## src/rtl/seven_seg_pkg.sv

```systemverilog
// Shared types and constants for the four-digit seven-segment scanner.
package seven_seg_pkg;

  localparam int unsigned DIGITS = 4;

  typedef enum logic [1:0] {
    IDLE  = 2'd0,
    BLANK = 2'd1,
    ON    = 2'd2
  } state_t;

  localparam logic [3:0] ANODE_OFF   = 4'b1111;
  localparam logic [3:0] ANODE_SLOT0 = 4'b1110;
  localparam logic [3:0] ANODE_SLOT1 = 4'b1101;
  localparam logic [3:0] ANODE_SLOT2 = 4'b1011;
  localparam logic [3:0] ANODE_SLOT3 = 4'b0111;

  // Active-low strobe pattern for a slot index.
  function automatic logic [3:0] slot_anode(input logic [1:0] sel);
    logic [3:0] pattern;
    case (sel)
      2'd0:    pattern = ANODE_SLOT0;
      2'd1:    pattern = ANODE_SLOT1;
      2'd2:    pattern = ANODE_SLOT2;
      default: pattern = ANODE_SLOT3;
    endcase
    return pattern;
  endfunction

endpackage

```

## src/rtl/dwell_counter.sv

```systemverilog
// Loadable up-counter with clear; flags the final cycle of a dwell of 'limit' cycles.
module dwell_counter #(
  parameter int unsigned WIDTH = 8
) (
  input  logic             clk,
  input  logic             reset_n,
  input  logic             clear,
  input  logic             load,
  input  logic [WIDTH-1:0] load_value,
  input  logic [WIDTH-1:0] limit,
  output logic [WIDTH-1:0] count_next_c,
  output logic             last_c
);

  logic [WIDTH-1:0] count;

  always_comb begin
    count_next_c = count + WIDTH'(1);
    if (clear) begin
      count_next_c = '0;
    end else if (load) begin
      count_next_c = load_value;
    end
  end

  assign last_c = (count == limit - WIDTH'(1));

  always_ff @(posedge clk or negedge reset_n) begin
    if (!reset_n) begin
      count <= '0;
    end else begin
      count <= count_next_c;
    end
  end

endmodule

```

## src/rtl/seven_seg_scanner.sv

```systemverilog
// Time-multiplexed anode scanner: blanking dead-time, per-digit masking and
// 16-level PWM brightness; every output is a flop fed from next-state values.
module seven_seg_scanner
  import seven_seg_pkg::*;
#(
  parameter int unsigned REFRESH_DIV  = 100000,
  parameter int unsigned BLANK_CYCLES = 1000
) (
  input  logic       clk,
  input  logic       reset_n,
  input  logic       enable,
  input  logic [3:0] digit_en,
  input  logic [3:0] brightness,
  output logic [3:0] anode,
  output logic [1:0] digit_sel,
  output logic       frame_tick
);

  localparam int unsigned MAX_DWELL = (REFRESH_DIV > BLANK_CYCLES) ? REFRESH_DIV : BLANK_CYCLES;
  localparam int unsigned CW        = $clog2(MAX_DWELL + 1);
  localparam int unsigned PW        = CW + 5;

  state_t          state, state_next;
  logic            clear, last;
  logic [CW-1:0]   limit, count_next;
  logic [1:0]      sel_next;
  logic [3:0]      bright_s, bright_next;
  logic            en_s, en_next;
  logic [PW-1:0]   duty_prod;
  logic [CW-1:0]   thr_next;
  logic [3:0]      anode_next;
  logic            tick_next;

  assign limit = (state == ON) ? CW'(REFRESH_DIV) : CW'(BLANK_CYCLES);

  dwell_counter #(.WIDTH(CW)) u_dwell (
    .clk          (clk),
    .reset_n      (reset_n),
    .clear        (clear),
    .load         (1'b0),
    .load_value   ('0),
    .limit        (limit),
    .count_next_c (count_next),
    .last_c       (last)
  );

  // Next state, slot sampling and next output values.
  always_comb begin
    state_next  = state;
    clear       = 1'b0;
    sel_next    = digit_sel;
    bright_next = bright_s;
    en_next     = en_s;

    if (!enable) begin
      state_next = IDLE;
      clear      = 1'b1;
      sel_next   = 2'd0;
    end else begin
      case (state)
        IDLE: begin
          clear      = 1'b1;
          state_next = (BLANK_CYCLES == 0) ? ON : BLANK;
        end
        BLANK: begin
          if (last) begin
            clear      = 1'b1;
            state_next = ON;
          end
        end
        ON: begin
          if (last) begin
            clear      = 1'b1;
            sel_next   = digit_sel + 2'd1;
            state_next = (BLANK_CYCLES == 0) ? ON : BLANK;
          end
        end
        default: state_next = IDLE;
      endcase
    end

    // Entering an ON phase always coincides with a counter clear.
    if (state_next == ON && clear) begin
      bright_next = brightness;
      en_next     = digit_en[sel_next];
    end

    duty_prod = (PW'(bright_next) + PW'(1)) * PW'(REFRESH_DIV);
    thr_next  = CW'(duty_prod >> 4);

    anode_next = ANODE_OFF;
    if (state_next == ON && en_next && count_next < thr_next) begin
      anode_next = slot_anode(sel_next);
    end

    tick_next = (state_next == ON) && (sel_next == 2'd3) &&
                (count_next == CW'(REFRESH_DIV - 1));
  end

  always_ff @(posedge clk or negedge reset_n) begin
    if (!reset_n) begin
      state      <= IDLE;
      digit_sel  <= 2'd0;
      bright_s   <= 4'd0;
      en_s       <= 1'b0;
      anode      <= ANODE_OFF;
      frame_tick <= 1'b0;
    end else begin
      state      <= state_next;
      digit_sel  <= sel_next;
      bright_s   <= bright_next;
      en_s       <= en_next;
      anode      <= anode_next;
      frame_tick <= tick_next;
    end
  end

endmodule

```

## config.mk

```make
export PLATFORM = sky130hd
export DESIGN_NAME = seven_seg_scanner
export DESIGN_NICKNAME = d
export VERILOG_FILES = /design/src/rtl/seven_seg_pkg.sv /design/src/rtl/dwell_counter.sv /design/src/rtl/seven_seg_scanner.sv
export SDC_FILE = /design/constraint.sdc
export NUM_CORES = 1
export LEC_CHECK = 0
export ABC_AREA = 1
export ABC_CLOCK_PERIOD_IN_PS = 10360
export CAP_MARGIN = 15
export CORE_UTILIZATION = 50
export DETAILED_ROUTE_END_ITERATION = 7
export PLACE_DENSITY_LB_ADDON = 0.3
export SLEW_MARGIN = 20
export SYNTH_ARGS = -nofsm -noshare
export SYNTH_HDL_FRONTEND = slang
export SYNTH_SLANG_ARGS = --single-unit
```

## constraint.sdc

```tcl
create_clock -name clk -period 10.36 [get_ports clk]
set_clock_uncertainty 0.2 [all_clocks]
set_input_delay 2.072 -clock clk [delete_from_list [all_inputs] [get_ports clk]]
set_output_delay 2.072 -clock clk [all_outputs]
set_load 0.02 [all_outputs]
```

==> results.yml <==
status:
  status: "finished clean"
power:
  power.internal_uw: 205
  power.leakage_nw: 1.75
  power_density_mw_per_mm2: 76.8
  pwr-share-seq: 0.474
  power_frac_clock: 0.478
  switchingPower_uw: 53.2
  ir_drop_uv: 52.2
  comb_power_share: 0.048
  swShare: 0.206
  finalPower_uw: 258
min_path:
  whs_path_depth: 1
  min_path_type: "register to register"
  holdPathEnd: "u_dwell.count[0]$_DFF_PN0_"
  worstHoldStart: "u_dwell.count[0]$_DFF_PN0_"
final_layout:
  drive_gt1_frac: 0.110
  final_nets: 477
  area_delta_synth_final_pct: 12.5
  antenna_cells: 0
  regArea_sq_um: 781
  fill_cells: 526
  multi_input_area_sq_mm: 0.00194
  design_area_sq_mm: 0.00336
grt:
  grt_pass1_wl_um: 10700
  antenna_found_initial: 0
  grt_pass1_vias: 2385
  grt_max_degree: 32
  grt.total_usage: 0.218
  grt-ovfl-total: 0
yosys:
  ys.warnings.count: 0
  synth-seq-cells: 31
  synth_top_family_by_area: "simple AND/OR/NAND/NOR gates"
  netlist_area_sq_mm: 0.00298
  yosysSeqAreaShare: 0.262
  synthesis.nets: 454
  synth.avg_cell_area_sq_um: 7.59
  synth_cell_types: 39
  synth_xor_area_frac: 0.0587
  synth_edf_count: 0
  netlist_instances: 393
  async_flop_share: 1.00
  yosys.area_share.adder: 0.212
  muxShareOfSynthArea: 0
  synth-compound-area-share: 0.0667
  ys.flop_type: "dfrtp_1"
  synthSimpleGateAreaFrac: 0.311
sta:
  rsz0062_at_grt: "false"
  hold_viol: 0
  max_slew_margin: 0.706
  setup_violations: 0
  fmax_mhz: 129
  drv_slew: 0
  worstMarginPinSlew_ns: 0.441
  min_period_ns: 7.75
  period_share: 0.748
  tns_ns: 0
clock_network:
  clock_sinks: 31
  postCtsHoldBufs: 0
  cts_resized: 0
  cts_buffers: 5
  cts_setup_buffers: 0
  htree_levels: 2
  clock_path_buffers: 2
  root_buffer: "clkbuf_8"
  clk_pin_slew_worst_paths_ns: 0.07
  worstSkewPairLatency_ns: 0.28
  cts_tree: "done"
setup_path:
  arrival_ns: 7.76
  rr_startpoint: "state[0]$_DFF_PN0_"
  slowest_delay_ns: 0.55
  critPathLaunchType: "input port"
  path_depth: 40
  regToRegSetupSlack_ns: 3.54
  path_buf_inv: 6
  cp_data_required_time_ns: 10.36
  slowest_stage: "clkdlybuf4s50_1"
  r2r_cells: 45
  cp_max_fo: 7
  cpLargestDelayFamily: "simple AND/OR/NAND/NOR gates"
  r2r-end: "anode[1]$_DFF_PN1_"
  worst_setup_path_end_kind: "register"
  cp_common_cell: "nand2_1"
  setup.worst_path.class: "input port to register"
floorplan:
  rows: 27
  coreArea_sq_mm: 0.00564
  ios: 18
  dieArea_sq_mm: 0.00628
  start_util: 0.528
  fp.dieH_um: 79.2
  die_width_um: 79.2
placement:
  io_buffers: 17
  place_area_sq_mm: 0.00324
  place_hpwl_um: 5120
  gp_congestion: 0.814
route:
  first_iter_violations: 188
  drc_errors: 0
  wire_per_inst_um: 12.7
  wl_um: 6210
  num_vias: 2479
  firstDrtPassIters: 4
  routed_via_density: 5.07
  ant_nets: 0
job:
  drv_cap: 0
[cell families after synthesis]
logic type                 Yosys count
and+or+nand+nor                    189
adders and majority gates           50
DFF                                 31
AOI/OAI and AO/OA                   34
xor gates and xnor gates            20
buffers and inverters               69
[cell usage in the layout (no fill, tap or decap), types with 4 or more instances in the layout]
| cell | n |
|---|---|
| xnor2_1 | 7 |
| inv_2 | 7 |
| clkdlybuf4s50_1 | 17 |
| o21ai_1 | 5 |
| ha_1 | 49 |
| o21ai_0 | 4 |
| nand2_1 | 82 |
| nor2_4 | 4 |
| dfstp_2 | 4 |
| inv_1 | 59 |
| nand2_2 | 6 |
| nor2_1 | 42 |
| nor3_1 | 5 |
| nand4_1 | 12 |
| dfrtp_1 | 27 |
| a21oi_1 | 15 |
| xor2_1 | 13 |
| clkbuf_8 | 6 |
| nand3_1 | 19 |
[state kept, by name, summed over array words and instances (netlist names)]
register / cells
u_dwell.count: 17
anode: 4
bright_s: 4
digit_sel: 2
state: 2
en_s: 1
frame_tick: 1
[through the flow]
| stage | setup WS (ns) | instances | hold slack (ns) | util |
|---|---|---|---|---|
| final | 2.61 | 489 | 0.285 | 0.595 |
| after global routing | 2.07 | 489 | 0.302 | 0.595 |
| after CTS | 2.60 | 489 | 0.283 | 0.595 |
| after detailed placement | 2.33 | 481 | 0.273 | 0.574 |
| after global placement | 2.48 | 481 | 0.260 | 0.574 |
| after floorplan | 3.42 | 393 | 0.232 | - |
[Yosys cell counts, types with 3 or more instances]
master / n / share of area
a21oi_1: 15 / 0.025
dfrtp_1: 27 / 0.23
dfstp_2: 4 / 0.035
ha_1: 49 / 0.21
inv_1: 59 / 0.074
inv_2: 7 / 0.0088
nand2_1: 82 / 0.10
nand2_2: 6 / 0.013
nand2_4: 3 / 0.011
nand3_1: 19 / 0.032
nand4_1: 12 / 0.025
nor2_1: 42 / 0.053
nor2_4: 4 / 0.015
nor3_1: 5 / 0.0084
nor4_1: 3 / 0.0063
o21ai_0: 4 / 0.0067
o21ai_1: 5 / 0.0084
or2_1: 3 / 0.0063
xnor2_1: 7 / 0.021
xor2_1: 13 / 0.038
[final cells by class]
type / instances / share of cell area
multi-input cells: 293 / 0.577
repair buffers: 18 / 0.0529
well taps: 72 / 0.0268
clock inverters: 2 / 0.0104
flip-flops and latches: 31 / 0.233
inverters: 67 / 0.0757
clock buffers: 6 / 0.0246
[layer usage]
| metal | track usage | vias up | routed length (um) |
|---|---|---|---|
| li1 | - | 1314 | - |
| met5 | 0 | - | 0 |
| met4 | 0.0545 | 0 | 40 |
| met2 | 0.355 | 35 | 2970 |
| met1 | 0.306 | 1128 | 3050 |
| met3 | 0.0241 | 2 | 151 |
[power groups by stage]
stage	clock [mW]	combinational (mW)	sequential, mW
floorplan	0	0.00466	0.124
global placement	0	0.0121	0.124
detailed placement	0	0.0125	0.124
CTS	0.125	0.0125	0.122
global route	0.130	0.0139	0.122
finish	0.123	0.0123	0.122
[worst max path at each step]
stage,startpoint,endpoint,slack (ns)
4_1_cts,enable,anode[1]$_DFF_PN1_,2.60
2_1_floorplan,enable,anode[0]$_DFF_PN1_,3.42
3_5_place_dp,enable,anode[1]$_DFF_PN1_,2.33
6_report,enable,anode[1]$_DFF_PN1_,2.61
5_1_grt,enable,anode[1]$_DFF_PN1_,2.07
3_3_place_gp,enable,anode[0]$_DFF_PN1_,2.48
(Power assumes the default switching activity.)
